File: config.mk
export PLATFORM = sky130hd
export DESIGN_NAME = spi_master_arb_flat
export DESIGN_NICKNAME = d
export VERILOG_FILES = /design/src/rtl/spi_master_arb_if.sv /design/src/rtl/spi_master_arb.sv /design/src/flat_wrapper.sv
export SDC_FILE = /design/constraint.sdc
export NUM_CORES = 1
export LEC_CHECK = 0
export CELL_PAD_IN_SITES_DETAIL_PLACEMENT = 0
export CELL_PAD_IN_SITES_GLOBAL_PLACEMENT = 1
export CORE_MARGIN = 2
export CORE_UTILIZATION = 30
export DETAILED_ROUTE_END_ITERATION = 10
export PLACE_DENSITY_LB_ADDON = 0.1
export SLEW_MARGIN = 10
export SYNTH_ARGS = -nofsm -noshare
export SYNTH_HDL_FRONTEND = slang
export SYNTH_SLANG_ARGS = --single-unit
File: constraint.sdc
create_clock -name clk -period 3.1 [get_ports clk]
set_input_delay 0.31 -clock clk [delete_from_list [all_inputs] [get_ports clk]]
set_output_delay 0.31 -clock clk [all_outputs]
set_load 0.02 [all_outputs]
File: src/rtl/spi_master_arb_if.sv
// spi_master_arb_if: client handshake plus SPI bus of the two-client SPI master
interface spi_master_arb_if;
  logic [1:0] req;
  logic [7:0] tx_data0;
  logic [7:0] tx_data1;
  logic [1:0] ack;
  logic [1:0] done;
  logic [7:0] rx_data;
  logic       busy;
  logic       sclk;
  logic       cs;
  logic       mosi;
  logic       miso;
  modport master (input req, tx_data0, tx_data1, miso,
                  output ack, done, rx_data, busy, sclk, cs, mosi);
  modport slave  (output req, tx_data0, tx_data1, miso,
                  input ack, done, rx_data, busy, sclk, cs, mosi);
endinterface

File: src/rtl/spi_master_arb.sv
// spi_master_arb: round-robin two-client SPI mode-0 master, one MSB-first byte per grant
module spi_master_arb #(
  parameter int CLK_DIV = 4,
  parameter int CS_GAP  = 4
) (
  input logic              clk,
  input logic              rst_n,
  spi_master_arb_if.master bus
);
  localparam logic [1:0] IDLE = 2'd0, SETUP = 2'd1, SHIFT = 2'd2, GAP = 2'd3;
  localparam int CW = $clog2(CLK_DIV + CS_GAP + 1) + 1;
  logic [1:0]    state_q, state_d, ack_q, done_q;
  logic [CW-1:0] cnt_q;
  logic [4:0]    tog_q;
  logic [7:0]    tx_q, rx_q, rx_data_q, txw;
  logic          ptr_q, win_q, busy_q, sclk_q, cs_q, mosi_q;
  logic          win, grant, tick, fin, gap_end;
  always_comb begin
    win     = (&bus.req) ? ptr_q : bus.req[1];
    txw     = win ? bus.tx_data1 : bus.tx_data0;
    grant   = state_q == IDLE && |bus.req;
    tick    = (state_q == SETUP || state_q == SHIFT) && cnt_q == CW'(CLK_DIV - 1);
    fin     = tick && tog_q == 5'd16;
    gap_end = state_q == GAP && cnt_q == CW'(CS_GAP - 1);
    state_d = grant ? SETUP :
              (state_q == SETUP && tick) ? SHIFT :
              fin ? ((CS_GAP == 0) ? IDLE : GAP) :
              gap_end ? IDLE : state_q;
  end
  always_ff @(posedge clk or negedge rst_n) begin
    if (!rst_n) begin
      state_q   <= IDLE;
      cnt_q     <= '0;
      tog_q     <= '0;
      tx_q      <= '0;
      rx_q      <= '0;
      rx_data_q <= '0;
      ptr_q     <= 1'b0;
      win_q     <= 1'b0;
      ack_q     <= '0;
      done_q    <= '0;
      busy_q    <= 1'b0;
      sclk_q    <= 1'b0;
      cs_q      <= 1'b1;
      mosi_q    <= 1'b0;
    end else begin
      state_q <= state_d;
      busy_q  <= state_d != IDLE;
      cnt_q   <= (state_d != state_q || tick) ? '0 : cnt_q + 1'b1;
      ack_q   <= '0;
      done_q  <= '0;
      if (grant) begin
        tx_q       <= {txw[6:0], 1'b0};
        mosi_q     <= txw[7];
        cs_q       <= 1'b0;
        ack_q[win] <= 1'b1;
        win_q      <= win;
        ptr_q      <= ~win;
        tog_q      <= '0;
      end
      // rising SCLK captures miso; falling SCLK advances mosi (zero after bit 0)
      if (tick && !fin) begin
        sclk_q <= ~sclk_q;
        tog_q  <= tog_q + 5'd1;
        if (!sclk_q) rx_q <= {rx_q[6:0], bus.miso};
        else begin
          mosi_q <= tx_q[7];
          tx_q   <= {tx_q[6:0], 1'b0};
        end
      end
      if (fin) begin
        cs_q          <= 1'b1;
        rx_data_q     <= rx_q;
        done_q[win_q] <= 1'b1;
      end
    end
  end
  assign bus.ack     = ack_q;
  assign bus.done    = done_q;
  assign bus.rx_data = rx_data_q;
  assign bus.busy    = busy_q;
  assign bus.sclk    = sclk_q;
  assign bus.cs      = cs_q;
  assign bus.mosi    = mosi_q;
endmodule

File: src/flat_wrapper.sv
// flat-port wrapper written by rule: the top's interface ports become plain ports
module spi_master_arb_flat 
#(
  parameter int CLK_DIV = 4,
  parameter int CS_GAP  = 4
)
  (clk, rst_n, bus_req, bus_tx_data0, bus_tx_data1, bus_miso, bus_ack, bus_done, bus_rx_data, bus_busy, bus_sclk, bus_cs, bus_mosi);
  spi_master_arb_if bus_i ();
  input logic clk;
  input logic rst_n;
  input wire logic [$bits(bus_i.req)-1:0] bus_req;
  input wire logic [$bits(bus_i.tx_data0)-1:0] bus_tx_data0;
  input wire logic [$bits(bus_i.tx_data1)-1:0] bus_tx_data1;
  input wire logic [$bits(bus_i.miso)-1:0] bus_miso;
  output wire logic [$bits(bus_i.ack)-1:0] bus_ack;
  output wire logic [$bits(bus_i.done)-1:0] bus_done;
  output wire logic [$bits(bus_i.rx_data)-1:0] bus_rx_data;
  output wire logic [$bits(bus_i.busy)-1:0] bus_busy;
  output wire logic [$bits(bus_i.sclk)-1:0] bus_sclk;
  output wire logic [$bits(bus_i.cs)-1:0] bus_cs;
  output wire logic [$bits(bus_i.mosi)-1:0] bus_mosi;
  assign bus_i.req = bus_req;
  assign bus_i.tx_data0 = bus_tx_data0;
  assign bus_i.tx_data1 = bus_tx_data1;
  assign bus_i.miso = bus_miso;
  assign bus_ack = bus_i.ack;
  assign bus_done = bus_i.done;
  assign bus_rx_data = bus_i.rx_data;
  assign bus_busy = bus_i.busy;
  assign bus_sclk = bus_i.sclk;
  assign bus_cs = bus_i.cs;
  assign bus_mosi = bus_i.mosi;
  spi_master_arb #(.CLK_DIV(CLK_DIV), .CS_GAP(CS_GAP)) u_core (.clk(clk), .rst_n(rst_n), .bus(bus_i));
endmodule
==> run metrics, run 1 <==
Mapped Cells 170; Hold-fix buffers, CTS 0; Crit Path Max Fanout 12; netlist area before placement approximately 0.0021 mm^2; share of power burned in the clock network 22.3%; share of layout cells above drive strength 1 between 10 and 15%; Hold Violations, Final 0; number of input and output port buffers inserted 36; maximum vdd drop 308 uV; slew of the pin with the lowest slew margin 1020 ps; Setup Fix Bufs, Post-CTS 0; die area 0.00756 mm^2; setup-violating endpoint count in the final report 0; wire length reported by the detailed router between 4 and 5 mm; Vias/cell roughly 5.0; buffers from clock root to sink, at most 2; top cell type by total area after synthesis sky130_fd_sc_hd__dfrtp_1; number of antenna violations at the first check in global routing 0; wire length of the first global-routing pass 7.25 mm; Die Y-Extent 87.0 um; Max Clock Freq ~0.45 GHz; Synth Area per Inst 12.1 um^2; final weighted congestion of routability-driven global placement 0.729; number of core rows 30; cell types with the largest area share after synthesis sky130_fd_sc_hd__dfrtp_1, sky130_fd_sc_hd__mux2_4, sky130_fd_sc_hd__mux2_2; leakage 1.22 nW; Required @ worst endpoint 3330 ps; Internal Power 1.37 mW; CORE AREA 0.00672 mm^2; post-synthesis sequential area ratio 55.8%; CTS tree done; part of the total power dissipated in sequential elements 44.7%; HPWL reported at the end of detailed placement ~3.1 mm; Min-Delay Path Class in -> async; yosys warns 0; Max H-tree Level 2; number of enable-type register cells in the synthesized netlist 0; share of the synthesized area in the top cell type 54.5%; number of nets with antenna violations after routing 0; Starting Density 30.7%; pin count of the biggest net entering global routing 47; category of the worst setup path launch point flip-flop; type of destination of the critical path flip-flop; insertion delay to the later sink of the worst-skew pair 290 ps; worst setup path category reg -> reg; end-of-flow core utilization around two fifths; total global routing overflow 0; quantity of gates resized following cts 0; Gate power share 33.0%; library cell used as clock root buffer sky130_fd_sc_hd__clkbuf_8; number of synthesized register bits 46; Worst Skew 4.12 ps; tightest slew margin relative to the limit between 30% and 40%; total number of nets in the final design 237; number of DRC violations after detailed-routing iteration 0 99; clock transition at the registers of the reported paths roughly 80 ps; max-cap violations 0; average wire per cell in the routed design 15.0 um; commonest register cell after synthesis sky130_fd_sc_hd__dfrtp_1; portion of the clock cycle consumed by the worst path in the final layout 71.1%; CTS Sinks between 40 and 50; post-route DRC violation count 0; arrival time at the worst endpoint 2440 ps; power per unit of standard cell area slightly below 800 mW/mm^2; IO Pins 37; Setup Total Neg Slack 0 ps; ANT cells 0; overall fraction of global-route tracks in use approximately 12%; setup repair after global routing missed its margin no; Cell variety after synth 38; status complete, no violations; async set or reset register ratio after synthesis between 90% and 100%; synthesis-to-layout area growth 26.9%; total CTS buffers 5; via count of the first global-routing pass 1,471; Sw Ratio 32.8%; drt pass-1 iters 6; final slew viol count 0; Switch Pwr 0.667 mW; Die Width ~87 um; Final min period 2210 ps; count of vias placed by the detailed router 1,460; Synthesized Nets 197
worst max-delay path, stage by stage (launching register included):
cell	delay, ps
sky130_fd_sc_hd__dfrtp_1	390
sky130_fd_sc_hd__ha_1	240
sky130_fd_sc_hd__nor4b_4	390
sky130_fd_sc_hd__nand3_1	540
sky130_fd_sc_hd__a221o_1	480
sky130_fd_sc_hd__nor2_1	100
per-layer routing:
metal / routed length (um) / track usage, %
met5: 0 / 0
met4: 61 / 4.26
met3: 171 / 3.60
met2: 2130 / 19.9
met1: 1990 / 15.9
power by group through the flow:
| stage | registers [mW] | logic [mW] | clock network, mW |
|---|---|---|---|
| after floorplan | 0.910 | 0.468 | 0 |
| after global placement | 0.915 | 0.661 | 0 |
| after detailed placement | 0.921 | 0.674 | 0 |
| after CTS | 0.910 | 0.678 | 0.471 |
| after global routing | 0.935 | 0.750 | 0.502 |
| final | 0.908 | 0.672 | 0.453 |
sequential cells by signal, indices dropped and copies added, names as in the netlist:
| signal | flops |
|---|---|
| u_core.bus.done | 2 |
| u_core.bus.mosi | 1 |
| u_core.tx_q | 8 |
| u_core.rx_q | 8 |
| u_core.cnt_q | 5 |
| u_core.bus.rx_data | 8 |
| u_core.ptr_q | 1 |
| u_core.tog_q | 5 |
| u_core.bus.cs | 1 |
| u_core.state_q | 2 |
| u_core.win_q | 1 |
| u_core.bus.sclk | 1 |
| u_core.bus.busy | 1 |
| u_core.bus.ack | 2 |
cells in the final DEF, fill, tap and decap left out, types with 2 or more instances in the layout:
cell type,n
sky130_fd_sc_hd__and3_1,3
sky130_fd_sc_hd__a222oi_1,8
sky130_fd_sc_hd__nor2_1,17
sky130_fd_sc_hd__o21ai_0,5
sky130_fd_sc_hd__xor2_1,3
sky130_fd_sc_hd__nand2_1,10
sky130_fd_sc_hd__a21o_1,3
sky130_fd_sc_hd__buf_4,2
sky130_fd_sc_hd__mux2_4,8
sky130_fd_sc_hd__clkdlybuf4s50_1,35
sky130_fd_sc_hd__mux2_2,8
sky130_fd_sc_hd__ha_1,6
sky130_fd_sc_hd__a21oi_1,10
sky130_fd_sc_hd__nor3_1,3
sky130_fd_sc_hd__dfrtp_1,45
sky130_fd_sc_hd__nand3_1,7
sky130_fd_sc_hd__inv_1,8
sky130_fd_sc_hd__clkbuf_8,6
layout make-up:
class                   count  area (um^2)
multi-input cells         111          855
fillers                   654         4100
well taps                  80          100
clock buffers               6         82.6
repair buffers             38          370
clock inverters             1         30.0
inverters                   8         30.0
flip-flops and latches     46         1150
kinds of logic (layout without fill, tap and decap cells):
kind of cell / count (synthesis) / in the layout / synth area share (%)
adders and majority gates: 6 / 6 / 3.64
and+or+nand+nor: 50 / 50 / 13.6
xor gates and xnor gates: 4 / 4 / 1.70
AOI/OAI and AO/OA: 34 / 34 / 11.8
muxes: 17 / 17 / 10.7
DFF: 46 / 46 / 55.8
buffers and inverters: 13 / 53 / 2.79
stage by stage:
stage	worst slack [ps]	hold slack [ps]	area, um^2	power, mW	instances
6_report	895	179	2620	2.03	290
5_1_grt	710	271	2620	2.19	290
3_3_place_gp	970	453	2510	1.58	283
3_5_place_dp	870	461	2510	1.60	283
4_1_cts	863	218	2620	2.06	290
2_1_floorplan	1280	14.4	2060	1.38	170
synth_stat cells (3+ instances only):
master and instances:
sky130_fd_sc_hd__a21o_1 3, sky130_fd_sc_hd__a21oi_1 10, sky130_fd_sc_hd__a222oi_1 8, sky130_fd_sc_hd__and3_1 3
sky130_fd_sc_hd__clkbuf_1 3, sky130_fd_sc_hd__dfrtp_1 45, sky130_fd_sc_hd__ha_1 6, sky130_fd_sc_hd__inv_1 8
sky130_fd_sc_hd__mux2_2 8, sky130_fd_sc_hd__mux2_4 8, sky130_fd_sc_hd__nand2_1 10, sky130_fd_sc_hd__nand3_1 7
sky130_fd_sc_hd__nor2_1 17, sky130_fd_sc_hd__nor3_1 3, sky130_fd_sc_hd__o21ai_0 6, sky130_fd_sc_hd__xor2_1 3
path summary, 6_finish.rpt:
check | from | end | slack, ps | depth (start not counted)
max in group asynchronous | rst_n | u_core.tx_q[4] | 2280 | 1
min in group clk | u_core.bus.cs | u_core.bus.cs | 470 | 2
setup / recovery | u_core.cnt_q[0] | u_core.cnt_q[3] | 890 | 5
hold / removal | rst_n | u_core.bus.ack[0] | 180 | 1
hold reg to reg | u_core.bus.cs | u_core.bus.cs | 470 | 2
setup reg to reg | u_core.cnt_q[0] | u_core.cnt_q[3] | 890 | 5
(Power assumes the default switching activity.)
==> inputs of run 2 (changes only) <==
==> constraint.sdc (replaced) <==
create_clock -name clk -period 2.3 [get_ports clk]
set_input_delay 0.23 -clock clk [delete_from_list [all_inputs] [get_ports clk]]
set_output_delay 0.23 -clock clk [all_outputs]
set_load 0.02 [all_outputs]
==> run metrics, run 2 (same netlist as run 1, synthesis figures left out) <==
final weighted congestion of routability-driven global placement about 0.7; drt pass-1 iters 5; worst setup path category reg -> reg; count of vias placed by the detailed router 1,458; Gate power share 34.6%; Setup Fix Bufs, Post-CTS 0; most frequent cells in the layout sky130_fd_sc_hd__dfrtp_1, sky130_fd_sc_hd__clkdlybuf4s50_1, sky130_fd_sc_hd__nor2_1; share of power burned in the clock network 19.3%; power per unit of standard cell area roughly 1000 mW/mm^2; Vias/cell 4.93; Sw Ratio 34.2%; number of core rows 30; setup-violating endpoint count in the final report 0; total power 2.67 mW; ordered list of cells on the worst path ha_1 > nor4b_4 > nand3_4 > or2_1 > mux2_4; fin worst setup slack 200 ps; number of DRC violations after detailed-routing iteration 0 91; ANT cells 0; synthesis-to-layout area growth 28.6%; crit-path max cell delay 440 ps; arrival time at the worst endpoint 2290 ps; Starting Density 30.7%; via count of the first global-routing pass between 1.5k and 2k; setup repair after global routing missed its margin no; category of the worst setup path launch point flip-flop; Switch Pwr just over 0.9 mW; Hold Violations, Final 0; buffers from clock root to sink, at most 2; Min-Delay Path Class in -> async; total global routing overflow 0; insertion delay to the later sink of the worst-skew pair roughly 300 ps; number of antenna violations at the first check in global routing 0; clock transition at the registers of the reported paths 90 ps; Worst Skew between 6 and 7 ps; tightest slew margin relative to the limit 65.6%; count of cells along the worst register-to-register path 5; CTS tree done; final design area excluding fillers 0.00266 mm^2; maximum vdd drop 383 uV; max-cap violations 0; leakage 1.24 nW; Die Width 87.0 um; slew of the pin with the lowest slew margin 516 ps; portion of the clock cycle consumed by the worst path in the final layout 91.3%; Die Y-Extent 87.0 um; final slew viol count 0; dominant delay contributor by cell family on the critical path simple AND/OR/NAND/NOR gates; Max Clock Freq between 0.4 and 0.5 GHz; Max H-tree Level 2; Required @ worst endpoint 2490 ps; CP bufs+invs 0; IO Pins 37; average wire per cell in the routed design about 14 um; CORE AREA 0.00672 mm^2; commonest non-fill, non-tap cell in the layout sky130_fd_sc_hd__dfrtp_1; Internal Power approximately 1.8 mW; total number of nets in the final design 242; HPWL reported at the end of detailed placement 3.11 mm; part of the total power dissipated in sequential elements 46.1%; cell type of the slowest stage on the worst timing path sky130_fd_sc_hd__or2_1; wire length reported by the detailed router ~4.3 mm; library cell used as clock root buffer sky130_fd_sc_hd__clkbuf_8; total CTS buffers 5; pin count of the biggest net entering global routing 34; type of destination of the critical path flip-flop; number of input and output port buffers inserted 36; CTS Sinks 46; Setup Total Neg Slack 0 ps; share of layout cells above drive strength 1 16.7%; Placed Instance Area 0.00255 mm^2; post-route DRC violation count 0; end-of-flow core utilization 39.5%; Post-Place Worst Slack approximately 170 ps; wire length of the first global-routing pass roughly 7.4 mm; overall fraction of global-route tracks in use 12.5%; number of nets with antenna violations after routing 0; total stage count of the critical path 5; Crit Path Max Fanout 9; die area 0.00756 mm^2; Final min period about 2100 ps; status complete, no violations
-- run 2: cell types whose count changed in the layout (fill, tap and decap cells not counted), sizes merged --
cell	change
dlygate4sd3	+1
clkinv	+1
clkinvlp	+1
bufinv	-1
buf	+4
-- run 2: per-layer routing --
metal / up-vias / wire length [um] / track usage, %
li1: 707 / - / -
met1: 719 / 2040 / 16.2
met2: 26 / 2050 / 20.3
met3: 6 / 138 / 3.79
met4: 0 / 58 / 3.41
met5: - / 0 / 0
-- run 2: stage by stage --
step	instances	hold slack, ps
finish	296	351
detailed placement	287	146
global placement	287	141
CTS	296	363
global route	296	370
floorplan	170	-65.6
-- run 2: final timing paths --
kind | startpoint | end | slack [ps]
hold / removal | rst_n | u_core.cnt_q[2] | 350
min in group clk | u_core.win_q | u_core.bus.done[0] | 460
setup reg to reg | u_core.cnt_q[0] | u_core.rx_q[5] | 200
hold reg to reg | u_core.win_q | u_core.bus.done[0] | 460
setup / recovery | u_core.cnt_q[0] | u_core.rx_q[5] | 200
max in group asynchronous | rst_n | u_core.bus.cs | 1200
-- run 2: timing repair --
| item | 4_1_cts | 5_1_grt |
|---|---|---|
| gates resized for setup | 0 | 0 |
| setup endpoints to repair | 0 | 0 |
| hold endpoints to repair | 13 | 0 |
| hold buffers | 1 | 0 |
-- run 2: power by group through the flow --
stage	Clock (mW)	Combinational, mW	Sequential, mW
floorplan	0	0.631	1.23
global placement	0	0.904	1.23
detailed placement	0	0.926	1.25
CTS	0.543	0.934	1.23
global route	0.582	1.04	1.26
finish	0.515	0.923	1.23
-- run 2: worst reg2reg max path, stage by stage, from the launching register on --
cell and delay [ps]:
sky130_fd_sc_hd__dfrtp_1 390, sky130_fd_sc_hd__ha_1 240, sky130_fd_sc_hd__nor4b_4 390, sky130_fd_sc_hd__nand3_4 170, sky130_fd_sc_hd__or2_1 440, sky130_fd_sc_hd__mux2_4 370
-- run 2: cell type report --
cell class	instances	area (um^2)
fill	663	4060
multi-input combinational	111	855
timing repair buffer	43	423
clock inverter	2	12.5
tap	80	100
clock buffer	6	82.6
sequential	46	1150
inverter	8	30.0
==> inputs of run 3 (changes only) <==
--- a/config.mk
+++ b/config.mk
@@ -11,6 +11,8 @@
 export CORE_UTILIZATION = 30
 export DETAILED_ROUTE_END_ITERATION = 10
 export PLACE_DENSITY_LB_ADDON = 0.1
+export RECOVER_POWER = 25
+export REMOVE_ABC_BUFFERS = 1
 export SLEW_MARGIN = 10
 export SYNTH_ARGS = -nofsm -noshare
 export SYNTH_HDL_FRONTEND = slang
==> run metrics, run 3 (same netlist as run 1, synthesis figures left out) <==
footprint of the flip-flops and latches 0.00115 mm^2; Crit Path Max Fanout 9; via count of the first global-routing pass 1,478; arrival time at the worst endpoint 2260 ps; worst setup path category reg -> reg; number of nets with antenna violations after routing 0; portion of the clock cycle consumed by the worst path in the final layout 90.4%; end-of-flow core utilization 39.4%; Max H-tree Level 2; library cell used as clock root buffer sky130_fd_sc_hd__clkbuf_8; area of the multi-input gates approximately 850 um^2; IO Pins 37; Worst Skew 5.38 ps; number of input and output port buffers inserted 36; final slew viol count 0; wire length of the first global-routing pass 7.27 mm; ordered list of cells on the worst path ha_1 > nor4b_4 > nand3_4 > or2_1 > mux2_4; count of vias placed by the detailed router around 1.5k; post-route DRC violation count 0; Max Clock Freq 0.481 GHz; crit-path max cell delay 430 ps; buffers from clock root to sink, at most 2; share of layout cells above drive strength 1 16.1%; drt pass-1 iters 5; Final min period 2080 ps; average wire per cell in the routed design approximately 15 um; setup repair after global routing missed its margin no; HPWL reported at the end of detailed placement 3.16 mm; capture point of the worst reg-to-reg path u_core.rx_q[6]; category of the worst setup path launch point flip-flop; number of antenna violations at the first check in global routing 0; termination of the worst setup path u_core.rx_q[6]; CTS tree done; commonest non-fill, non-tap cell in the layout sky130_fd_sc_hd__dfrtp_1; setup-violating endpoint count in the final report 0; Setup Fix Bufs, Post-CTS 0; type of destination of the critical path flip-flop; total number of nets in the final design 243; Setup Total Neg Slack 0 ps; wire length reported by the detailed router 4.36 mm; fill cell instance count of the final layout 634; CORE AREA approximately 0.0067 mm^2; synthesis-to-layout area growth 28.4%; final weighted congestion of routability-driven global placement 0.689; Vias/cell 4.90; pin count of the biggest net entering global routing 26; CTS Sinks 46; clock transition at the registers of the reported paths 80 ps; launch point of the worst path u_core.cnt_q[0]; Starting Density 30.7%; slew of the pin with the lowest slew margin 1410 ps; insertion delay to the later sink of the worst-skew pair 300 ps; overall fraction of global-route tracks in use 12.5%; Min-Delay Path Class reg -> reg; Reg-to-Reg Start u_core.cnt_q[0]; Hold Violations, Final 0; number of core rows 30; maximum vdd drop 288 uV; number of DRC violations after detailed-routing iteration 0 73; cell type of the slowest stage on the worst timing path sky130_fd_sc_hd__or2_1; count of cells along the worst register-to-register path 5; total CTS buffers 5; Required @ worst endpoint 2480 ps; r2r setup slk 220 ps; power per unit of standard cell area 996 mW/mm^2; Die Y-Extent 87.0 um; status complete, no violations; Die Width 87.0 um; tightest slew margin relative to the limit 6.23%; most frequent cells in the layout sky130_fd_sc_hd__dfrtp_1, sky130_fd_sc_hd__clkdlybuf4s50_1, sky130_fd_sc_hd__nor2_1; die area roughly 0.0076 mm^2; total global routing overflow 0; leakage 1.24 nW; max-cap violations 0; ANT cells 0
## run 3: cell types whose count changed in the layout (fill, tap and decap cells not counted)
cell / previous run / this run
sky130_fd_sc_hd__buf_2: 1 / 0
sky130_fd_sc_hd__clkbuf_1: 0 / 2
sky130_fd_sc_hd__clkbuf_2: 0 / 1
sky130_fd_sc_hd__clkbuf_8: 6 / 5
sky130_fd_sc_hd__clkinv_4: 0 / 1
sky130_fd_sc_hd__clkinvlp_4: 1 / 0
## run 3: through the flow
stage / setup WS, ps / power [mW] / cells / instance area (um^2) / hold slack (ps)
6_report: 221 / 2.64 / 297 / 2650 / 469
5_1_grt: 55.6 / 2.85 / 297 / 2650 / 486
4_1_cts: 203 / 2.68 / 297 / 2650 / 470
3_5_place_dp: 225 / 2.18 / 288 / 2560 / 278
3_3_place_gp: 263 / 2.14 / 288 / 2560 / 272
2_1_floorplan: 92.6 / 1.84 / 165 / 2040 / -65.6
## run 3: timing repair
| item | CTS | global route |
|---|---|---|
| hold buffers | 1 | 0 |
| hold endpoints to repair | 23 | 0 |
| gates resized for setup | 0 | 0 |
## run 3: critical path, delay by kind of cell, from the launching register on
family / cells / cell delay, ps
AND/OR/NAND/NOR: 3 / 1000
flip-flops: 1 / 370
adder cells (fa/ha/maj): 1 / 230
multiplexers: 1 / 360
## run 3: area by class of cell
class / instances / share of cell area [%]
Sequential cell: 46 / 43.5
Multi-Input combinational cell: 111 / 32.2
Timing Repair Buffer: 44 / 16.1
Tap cell: 80 / 3.78
Clock buffer: 6 / 2.74
Inverter: 8 / 1.13
Clock inverter: 2 / 0.519
## run 3: routing by layer
metal	wire length, um	up-vias	global-route usage, %
li1	-	710	-
met1	2030	701	16.6
met2	2090	40	19.6
met3	188	4	3.22
met4	44	0	4.40
met5	0	-	0
## run 3: power by group
group          switching, mW  total (mW)  internal (mW)
clock                  0.274       0.488          0.215
combinational          0.448       0.926          0.477
sequential             0.190        1.22           1.04
total                  0.912        2.64           1.73
## run 3: how the worst min path moves through the flow
stage                   endpoint  slack, ps            start  cells after the start
2_1_floorplan  u_core.bus.ack[0]        -70            rst_n                      0
3_3_place_gp     u_core.cnt_q[4]        270            rst_n                      1
3_5_place_dp     u_core.cnt_q[4]        280            rst_n                      1
4_1_cts            u_core.bus.cs        470    u_core.bus.cs                      2
5_1_grt            u_core.bus.cs        490    u_core.bus.cs                      2
6_report         u_core.cnt_q[0]        470  u_core.cnt_q[0]                      1
